$ cat src/rtl/seq_frame_tx.sv
// Serial frame transmitter for the 10110 sync-pattern link: sync pattern, payload MSB-first,
// optional even-parity bit, then idle gap zeros. Every output comes straight from a flop.
module seq_frame_tx #(
  parameter int                DATA_W    = 8,
  parameter int                SYNC_W    = 5,
  parameter logic [SYNC_W-1:0] SYNC_PAT  = 5'b10110,
  parameter int                PARITY_EN = 1,
  parameter int                GAP       = 2
) (
  input  logic              CLK,
  input  logic              rst,
  input  logic              load,
  input  logic [DATA_W-1:0] data,
  output logic              ready,
  output logic              outp,
  output logic              out_valid,
  output logic [2:0]        state,
  output logic              done
);

  localparam int MAX_SD = (SYNC_W > DATA_W) ? SYNC_W : DATA_W;
  localparam int MAX_V  = (MAX_SD > GAP) ? MAX_SD : GAP;
  localparam int CNT_W  = $clog2(MAX_V + 1);

  localparam logic [CNT_W-1:0] SYNC_LAST = CNT_W'(SYNC_W - 1);
  localparam logic [CNT_W-1:0] DATA_LAST = CNT_W'(DATA_W - 1);
  localparam logic [CNT_W-1:0] GAP_LAST  = CNT_W'((GAP > 0) ? GAP - 1 : 0);

  typedef enum logic [2:0] {
    S_IDLE = 3'b000,
    S_SYNC = 3'b001,
    S_DATA = 3'b010,
    S_PAR  = 3'b011,
    S_GAP  = 3'b100
  } state_t;

  function automatic logic f_even_par(input logic [DATA_W-1:0] d);
    return ^d;
  endfunction

  state_t             r_state, w_state_n;
  logic [CNT_W-1:0]   r_cnt, w_cnt_n;
  logic               r_ready, w_ready_n;
  logic               r_outp, w_outp_n;
  logic               r_ovld, w_ovld_n;
  logic               r_done, w_done_n;
  logic [DATA_W-1:0]  r_shift, w_shift_n;
  logic [SYNC_W-1:0]  r_sync, w_sync_n;
  logic               r_par, w_par_n;

  // Next-state logic computes the bit to be shown in the following cycle,
  // so outp/out_valid/done/ready can all be plain registers.
  always_comb begin
    w_state_n = r_state;
    w_cnt_n   = r_cnt;
    w_ready_n = 1'b0;
    w_outp_n  = 1'b0;
    w_ovld_n  = 1'b0;
    w_done_n  = 1'b0;
    w_shift_n = r_shift;
    w_sync_n  = r_sync;
    w_par_n   = r_par;
    case (r_state)
      S_IDLE: begin
        w_ready_n = 1'b1;
        if (load && r_ready) begin
          w_state_n = S_SYNC;
          w_cnt_n   = '0;
          w_ready_n = 1'b0;
          w_shift_n = data;
          w_par_n   = f_even_par(data);
          w_sync_n  = SYNC_PAT << 1;
          w_outp_n  = SYNC_PAT[SYNC_W-1];
          w_ovld_n  = 1'b1;
        end
      end
      S_SYNC: begin
        w_ovld_n = 1'b1;
        if (r_cnt == SYNC_LAST) begin
          w_state_n = S_DATA;
          w_cnt_n   = '0;
          w_outp_n  = r_shift[DATA_W-1];
          w_shift_n = r_shift << 1;
        end else begin
          w_cnt_n   = r_cnt + 1'b1;
          w_outp_n  = r_sync[SYNC_W-1];
          w_sync_n  = r_sync << 1;
        end
      end
      S_DATA: begin
        if (r_cnt != DATA_LAST) begin
          w_cnt_n   = r_cnt + 1'b1;
          w_ovld_n  = 1'b1;
          w_outp_n  = r_shift[DATA_W-1];
          w_shift_n = r_shift << 1;
        end else if (PARITY_EN != 0) begin
          w_state_n = S_PAR;
          w_cnt_n   = '0;
          w_ovld_n  = 1'b1;
          w_outp_n  = r_par;
        end else begin
          w_cnt_n  = '0;
          w_done_n = 1'b1;
          if (GAP > 0) begin
            w_state_n = S_GAP;
          end else begin
            w_state_n = S_IDLE;
            w_ready_n = 1'b1;
          end
        end
      end
      S_PAR: begin
        w_cnt_n  = '0;
        w_done_n = 1'b1;
        if (GAP > 0) begin
          w_state_n = S_GAP;
        end else begin
          w_state_n = S_IDLE;
          w_ready_n = 1'b1;
        end
      end
      S_GAP: begin
        if (r_cnt == GAP_LAST) begin
          w_state_n = S_IDLE;
          w_cnt_n   = '0;
          w_ready_n = 1'b1;
        end else begin
          w_cnt_n = r_cnt + 1'b1;
        end
      end
      default: begin
        w_state_n = S_IDLE;
        w_cnt_n   = '0;
        w_ready_n = 1'b1;
      end
    endcase
  end

  always_ff @(posedge CLK) begin
    if (rst) begin
      r_state <= S_IDLE;
      r_cnt   <= '0;
      r_ready <= 1'b1;
      r_outp  <= 1'b0;
      r_ovld  <= 1'b0;
      r_done  <= 1'b0;
    end else begin
      r_state <= w_state_n;
      r_cnt   <= w_cnt_n;
      r_ready <= w_ready_n;
      r_outp  <= w_outp_n;
      r_ovld  <= w_ovld_n;
      r_done  <= w_done_n;
    end
  end

  // Payload, remaining sync bits and parity are don't-care after reset.
  always_ff @(posedge CLK) begin
    r_shift <= w_shift_n;
    r_sync  <= w_sync_n;
    r_par   <= w_par_n;
  end

  assign ready     = r_ready;
  assign outp      = r_outp;
  assign out_valid = r_ovld;
  assign done      = r_done;
  assign state     = r_state;

endmodule

$ cat config.mk
export PLATFORM = sky130hd
export DESIGN_NAME = seq_frame_tx
export DESIGN_NICKNAME = d
export VERILOG_FILES = /design/src/rtl/seq_frame_tx.sv
export SDC_FILE = /design/constraint.sdc
export NUM_CORES = 1
export LEC_CHECK = 0
export ABC_AREA = 1
export CORE_MARGIN = 5
export CORE_UTILIZATION = 35
export CTS_CLUSTER_DIAMETER = 60
export DETAILED_ROUTE_END_ITERATION = 7
export DONT_BUFFER_PORTS = 1
export PLACE_DENSITY = 0.57
export REMOVE_ABC_BUFFERS = 1
export SLEW_MARGIN = 15
export SYNTH_ARGS = -nofsm -noshare
export SYNTH_HDL_FRONTEND = slang
export SYNTH_SLANG_ARGS = --single-unit
$ cat constraint.sdc
create_clock -name CLK -period 3.1 [get_ports CLK]
set_clock_uncertainty 0.2 [all_clocks]
set_input_delay 0.31 -clock CLK [delete_from_list [all_inputs] [get_ports CLK]]
set_output_delay 0.31 -clock CLK [all_outputs]
set_load 0.01 [all_outputs]
; ---- Word level (Yosys, flattened, before mapping)
; Cells that the tools add are included.
[word_totals]
input_bits = 11
out_inout_bits = 7
regBits = 25
[classes]
reduce_logical = 11
eq_ne = 13
n_mux = 26
addsub = 1
[ops]
columns = op, n
row1 = $mux 8, 3
row2 = $pmux 8 s3, 1
row3 = $mux 4, 4
row4 = $pmux 4 s4, 1
row5 = $pmux 3 s5, 1
row6 = $mux 3, 4
row7 = $ne 2x2->1 const B, 6
row8 = $mux 5, 2
row9 = $pmux 5 s2, 1
row10 = $reduce_and 4->1, 2
row11 = $reduce_xor 8->1, 1
row12 = $eq 3x2->1 const B, 2
row13 = $mux 1, 6
row14 = $pmux 1 s3, 2
row15 = $add 4x1->4 const B, 1
row16 = $eq 4x1->1 const B, 1
row17 = $eq 4x3->1 const B, 1
row18 = $ne 4x3->1 const B, 1
row19 = $eq 3x1->1 const B, 1
row20 = $eq 3x3->1 const B, 1
row21 = $logic_not 3->1, 1
row22 = $reduce_and 3->1, 1
row23 = $reduce_bool 3->1, 1
row24 = $reduce_or 3->1, 1
row25 = other kinds (5), 5

; ---- Longest topological paths before layout
; Gate-level depths: netlist (run 1).
[depth]
depth_word = 3
mapped_depth = 9

; ---- Worst setup path before layout (run 1)
; OpenSTA, ideal clock, no wires.
[synth_path]
path_type = register to register
from = register r_cnt[0]
to = register r_shift[0] (enable)
arrival_ps = 1535
period_less_slack_ps = 2121
required_ps = 2514
setup_slack_ps = 979
path_stages_with_launch = 7
path_cell_list = dfxtp_1 > inv_1 > ha_1 > nand3_2 > nand2_2 > nand2_2 > a211oi_1
[synth_via]
elab_chain_len = 3
elab_cells_between_ends = 5
[synth_rtl]
columns = element, line_no
row1 = from (decl), 42  ; logic [CNT_W-1:0] r_cnt, w_cnt_n;
row2 = from (signal assigned), 149  ; r_cnt <= w_cnt_n;
row3 = $ne 4x3->1 or $eq 4x3->1 (tied branches), "91, 79"
row4 = $ne 2x2->1 (no line), -
row5 = $reduce_and 4->1 (no line) *, -
row6 = to (signal assigned), 159  ; r_shift <= w_shift_n;
row7 = to (decl), 47  ; logic [DATA_W-1:0] r_shift, w_shift_n;
; Every way passes the cells marked *; elsewhere a longest branch is shown, timed or not.
; A chain may end at the register's enable or synchronous reset.

; ---- Worst setup path in the final report (run 1)
[layout_path]
from = register r_cnt[0]
to = register r_shift[6] (enable)
; Same word-level chain as after synthesis.

==> flow_summary.json, run 1 <==
{
  "status": "completed",
  "fp.dieH_microns": 69.0,
  "synth_ff_type": "edfxtp_1",
  "seqCellArea_sq_um": 581,
  "path_class": "flip-flop to flip-flop",
  "cpMostUsedCell": "nand2_2",
  "synth_area_leader_cell": "edfxtp_1",
  "post-route-drc-count": 0,
  "p_leak_nw": 0.607,
  "slowest_delay_ps": 380,
  "crit_required_ps": 2930,
  "clkTransAtPathRegs_ps": 130,
  "die_area_sq_um": 4760,
  "drtIter0Drc": 45,
  "rsz0062_at_grt": "no",
  "postCtsSetupBuffers": 0,
  "synth_common_cells": "nand2_1, inv_1, nor2_1",
  "place.gp.congestion": 0.748,
  "grt_overflow_total": 0,
  "clk-insertion-delay-late_ps": 310,
  "grt_usage_pct": 12.0,
  "fmax_ghz": 0.539,
  "worst_setup_path_start_kind": "flip-flop",
  "post_synth.cell_area_avg_sq_um": 8.06,
  "slew_violations": 0,
  "cts_resized": 0,
  "io_buffers": 0,
  "routedWlPerCell_microns": 11.8,
  "crit_arrival_ps": 1690,
  "hold_violations": 0,
  "antenna_left": 0,
  "ys_warn_count": 0,
  "core_region_area_sq_um": 3360,
  "synth_top_area_share_pct": 29.6,
  "synth_edf_count": 12,
  "post-synth-top-count-cell": "nand2_1",
  "synthArstFlopShare_pct": 0,
  "setup_viol": 0,
  "drt_pre_antenna_iters": 4,
  "final_cell_count_no_fill": 208,
  "fin_nets": 177,
  "worst_slew_pin_slew_ps": 445,
  "fp-row-count": 21,
  "min_period_ps": 1860,
  "antenna_found_initial": 0,
  "end_kind": "flip-flop",
  "dpl.hpwl_mm": 1.78,
  "synth_area_sq_um": 1220,
  "place_inst": 196,
  "grt_pass1_vias": 996,
  "grt_pass1_wl_mm": 4.22,
  "die_w_microns": 69.0,
  "start_util_pct": 36.2,
  "critPathSlowestCell": "dfxtp_1",
  "cp_top_family": "flip-flops",
  "cp_num_buf_inv": 2,
  "drive_gt1_share_pct": 13.6,
  "syn_to_final_growth_pct": 13.2,
  "totalWireLength_mm": 2.45,
  "worstHoldPathType": "primary input to flip-flop",
  "vias": 976,
  "tns_ps": 0,
  "grt_max_degree": 13,
  "synth_cell_types": 27,
  "netlist_instances": 151,
  "clock_sinks": 23,
  "root_buffer": "clkbuf_4",
  "cts_made_buffers": 3,
  "drv_cap": 0,
  "via_per_inst": 4.69,
  "clockBufferDepth": 2,
  "max_slew_margin_pct": 70.3,
  "path_max_fanout": 8,
  "nFillCells": 373,
  "final_min_period_over_clock_period_pct": 59.9,
  "peakVddDrop_mv": 0.512,
  "path_cells": "inv_1, ha_1, nand3_2, nand2_2, nand2_2, a211oi_1, buf_4",
  "ys_seq_area_share_pct": 47.7,
  "multi_input_area_sq_um": 552,
  "synth-seq-cells": 23,
  "io_pins": 18,
  "cts_max_level": 1,
  "holdBufCountCts": 8,
  "cts_tree": "yes",
  "synth_area_leaders": "edfxtp_1, dfxtp_1, nand2_1, inv_1, nand3_1",
  "diodes": 0,
  "p_per_area_nw_per_um2": 914
}
-- cell type report --
class,instances,area share (%)
multi-input combinational,107,40.1
timing repair buffer,9,6.36
inverter,19,5.36
sequential,23,42.1
clock buffer,4,1.91
tap,46,4.18
-- registers in the layout, indices dropped and copies added (netlist names) --
signal / flops
done: 1
out_valid: 1
outp: 1
r_cnt: 4
r_par: 1
r_shift: 8
r_sync: 3
ready: 1
state: 3
-- path summary, 6_finish.rpt --
path,startpoint,end,slack [ps],cells past startpoint
max reg2reg,r_cnt[0],r_shift[6],1240,7
min reg2reg,r_cnt[3],r_cnt[3],320,2
max,r_cnt[0],r_shift[6],1240,7
min,data[0],r_shift[0],10,2
-- cell families (layout without fill, tap and decap cells) --
| family | Yosys count | in the layout | synth area share [%] |
|---|---|---|---|
| AO/OA/AOI/OAI | 12 | 12 | 5.45 |
| XOR/XNOR | 7 | 7 | 5.04 |
| adder cells (fa/ha/maj) | 3 | 3 | 3.08 |
| buffers and inverters | 21 | 32 | 6.99 |
| flip-flops | 23 | 23 | 47.7 |
| AND/OR/NAND/NOR | 85 | 85 | 31.8 |
-- layer usage --
metal  routed length [microns]  GRT usage, %  vias to the layer above
li1                          -             -                      498
met1                      1130          14.7                      454
met2                      1170          20.7                       22
met3                       138          3.40                        2
met4                        17          2.92                        0
met5                         0             0                        -
-- stage by stage --
step           power (mW)  hold slack (ps)  utilization [%]  area (sq um)  worst slack, ps
2_1_floorplan       0.976              172                -          1210              979
3_3_place_gp         1.11              182             37.8          1270             1310
3_5_place_dp         1.12              177             37.8          1270             1270
4_1_cts              1.28            0.470             41.0          1380             1240
5_1_grt              1.38             2.16             41.0          1380             1080
6_report             1.26             11.3             41.0          1380             1240
-- cells in the final DEF, fill, tap and decap left out, drive strengths merged --
| cell type | n |
|---|---|
| nand2 | 51 |
| inv | 18 |
| nor2 | 17 |
| nand3 | 13 |
| edfxtp | 12 |
| dfxtp | 11 |
| dlygate4sd3 | 8 |
| a21oi | 6 |
| o21ai | 5 |
| xnor2 | 4 |
| clkbuf | 4 |
| xor2 | 3 |
| ha | 3 |
| clkinv | 1 |
| a211oi | 1 |
| nor3 | 1 |
| nand2b | 1 |
| nand4 | 1 |
| or2 | 1 |
| buf | 1 |
-- report_power, final --
group	leakage (nW)	internal, mW	switching (mW)
registers	0.204	0.494	0.0839
clock network	0.0150	0.0503	0.0888
logic	0.388	0.176	0.366
Power figures use the tool's default switching activity.
==> run 2, diff against run 1 <==
==> constraint.sdc (replaced) <==
create_clock -name CLK -period 1.8 [get_ports CLK]
set_clock_uncertainty 0.2 [all_clocks]
set_input_delay 0.18 -clock CLK [delete_from_list [all_inputs] [get_ports CLK]]
set_output_delay 0.18 -clock CLK [all_outputs]
set_load 0.01 [all_outputs]
==> flow_summary.json, run 2 (synthesized netlist as in run 1, its figures left out) <==
{
  "status": "completed",
  "path_class": "flip-flop to flip-flop",
  "clockBufferDepth": 2,
  "rr_startpoint": "r_cnt[0]",
  "r2r_end": "r_shift[5]",
  "rrSetupSlack_ps": 120,
  "final_core_util_pct": 44.7,
  "totalWireLength_mm": 2.52,
  "seqPwrFrac_pct": 40.2,
  "final_cell_mix": "nand2_1, inv_1, nor2_1",
  "final_min_period_over_clock_period_pct": 93.4,
  "cpMostUsedCell": "nand2_2",
  "grt.met3_usage_pct": 2.43,
  "slew_violations": 0,
  "dpl_cell_area_sq_um": 1350,
  "post-route-drc-count": 0,
  "drv_cap": 0,
  "min-delay-start": "load",
  "drive_gt1_share_pct": 22.9,
  "largest_register_ffs": 8,
  "worst_slew_pin_slew_ps": 399,
  "worstHoldPathType": "primary input to flip-flop",
  "fin_nets": 190,
  "gr-usage-met2_pct": 22.0,
  "antenna_found_initial": 0,
  "top_register": "r_shift",
  "met1_usage_pct": 14.9,
  "p_leak_nw": 0.681,
  "critPathSlowestCell": "dfxtp_4",
  "place.gp.congestion": 0.770,
  "multi_input_area_sq_um": 567,
  "io_pins": 18,
  "antenna_left": 0,
  "fin_ws_ps": 119,
  "grt_overflow_total": 0,
  "min_period_ps": 1680,
  "reg2reg_depth": 7,
  "rsz0062_at_grt": "no",
  "die_area_sq_um": 4760,
  "busiest_layer": "met2",
  "core_region_area_sq_um": 3360,
  "power_switching_mw": 0.989,
  "drtIter0Drc": 54,
  "grt_pass1_vias": 1032,
  "worst_setup_path_start_kind": "flip-flop",
  "power_mw": 2.42,
  "p_int_mw": 1.43,
  "p_sw_share_pct": 40.8,
  "routedWlPerCell_microns": 11.4,
  "final_common_cell": "nand2_1",
  "via_per_inst": 4.56,
  "pwr-share-comb_pct": 49.7,
  "min_to": "out_valid",
  "max_slew_margin_pct": 73.3,
  "die_w_microns": 69.0,
  "fp-row-count": 21,
  "grt_pass1_wl_mm": 4.39,
  "seqCellArea_sq_um": 586,
  "syn_to_final_growth_pct": 23.4,
  "path_cells": "inv_1, ha_2, nand3_4, nand2_2, nand2_2, a211oi_2, buf_6",
  "hold_depth": 4,
  "start_util_pct": 36.2,
  "dp_slack_ps": 17.0,
  "crit_arrival_ps": 1530,
  "dpl.hpwl_mm": 1.87,
  "clock_sinks": 23,
  "fin_area_sq_um": 1500,
  "path_max_fanout": 8,
  "hold_violations": 0,
  "p_per_area_nw_per_um2": 1610,
  "clkTransAtPathRegs_ps": 130,
  "drt_pre_antenna_iters": 6,
  "crit_required_ps": 1650,
  "nFillCells": 354,
  "vias": 1008,
  "cp_num_buf_inv": 2,
  "grt_max_degree": 14,
  "peakVddDrop_mv": 0.634,
  "cts_made_buffers": 3,
  "cts_max_level": 1,
  "root_buffer": "clkbuf_4",
  "fmax_ghz": 0.595,
  "cts_tree": "yes",
  "diodes": 0,
  "io_buffers": 0,
  "clk-insertion-delay-late_ps": 310,
  "clkPwrFrac_pct": 10.1,
  "slowest_delay_ps": 380,
  "setup_viol": 0,
  "end_kind": "flip-flop",
  "grt_usage_pct": 12.5,
  "fp.dieH_microns": 69.0,
  "cp_top_family": "flip-flops",
  "reg_top3": "r_shift x8, r_cnt x4"
}
-- run 2: worst max path at each step --
stage | startpoint | to | slack (ps) | cells past startpoint
after floorplan | r_cnt[0] | r_shift[0] | -320 | 6
after detailed placement | r_cnt[0] | r_shift[3] | 20 | 7
after global placement | r_cnt[0] | r_shift[0] | 40 | 7
final | r_cnt[0] | r_shift[5] | 120 | 7
after global routing | r_cnt[0] | r_shift[2] | 6 | 7
after CTS | r_cnt[1] | r_shift[5] | 9 | 7
-- run 2: layout make-up --
type / instances / area share, %
repair buffers: 22 / 12.7
inverters: 19 / 4.91
multi-input cells: 107 / 37.7
clock inverters: 1 / 0.333
well taps: 46 / 3.83
clock buffers: 3 / 1.50
flip-flops and latches: 23 / 39.0
-- run 2: timing repair --
| action | 4_1_cts | 5_1_grt |
|---|---|---|
| hold endpoints to repair | 19 | 0 |
| buffers inserted | 0 | 2 |
| pin swaps | 0 | 3 |
| gates resized for setup | 1 | 7 |
| hold buffers | 9 | 0 |
| gates cloned | 0 | 0 |
| endpoints found under the setup margin | 8 | 8 |
-- run 2: tightest hold or removal path: stages --
cell	delay [ps]
nand2_1	80
inv_1	60
nand3_1	120
a21oi_1	90
-- run 2: power groups by stage --
stage / combinational (mW) / clock (mW) / sequential [mW]
after floorplan: 0.704 / 0 / 0.976
after global placement: 1.12 / 0 / 0.981
after detailed placement: 1.14 / 0 / 0.985
after CTS: 1.17 / 0.254 / 0.974
after global routing: 1.38 / 0.277 / 0.996
final: 1.20 / 0.245 / 0.973
-- run 2: metrics by stage --
stage | cells | TNS [ps] | hold slack [ps]
after floorplan | 149 | -2570 | 42.4
after global placement | 206 | 0 | 46.2
after detailed placement | 206 | 0 | 45.2
after CTS | 219 | 0 | 45.2
after global routing | 221 | 0 | 90.9
final | 221 | 0 | 45.9
-- run 2: routing by layer --
metal  wire length (microns)  up-vias
met5                       0        -
met4                      21        0
met3                     115        2
met2                    1240       19
met1                    1140      458
li1                        -      529
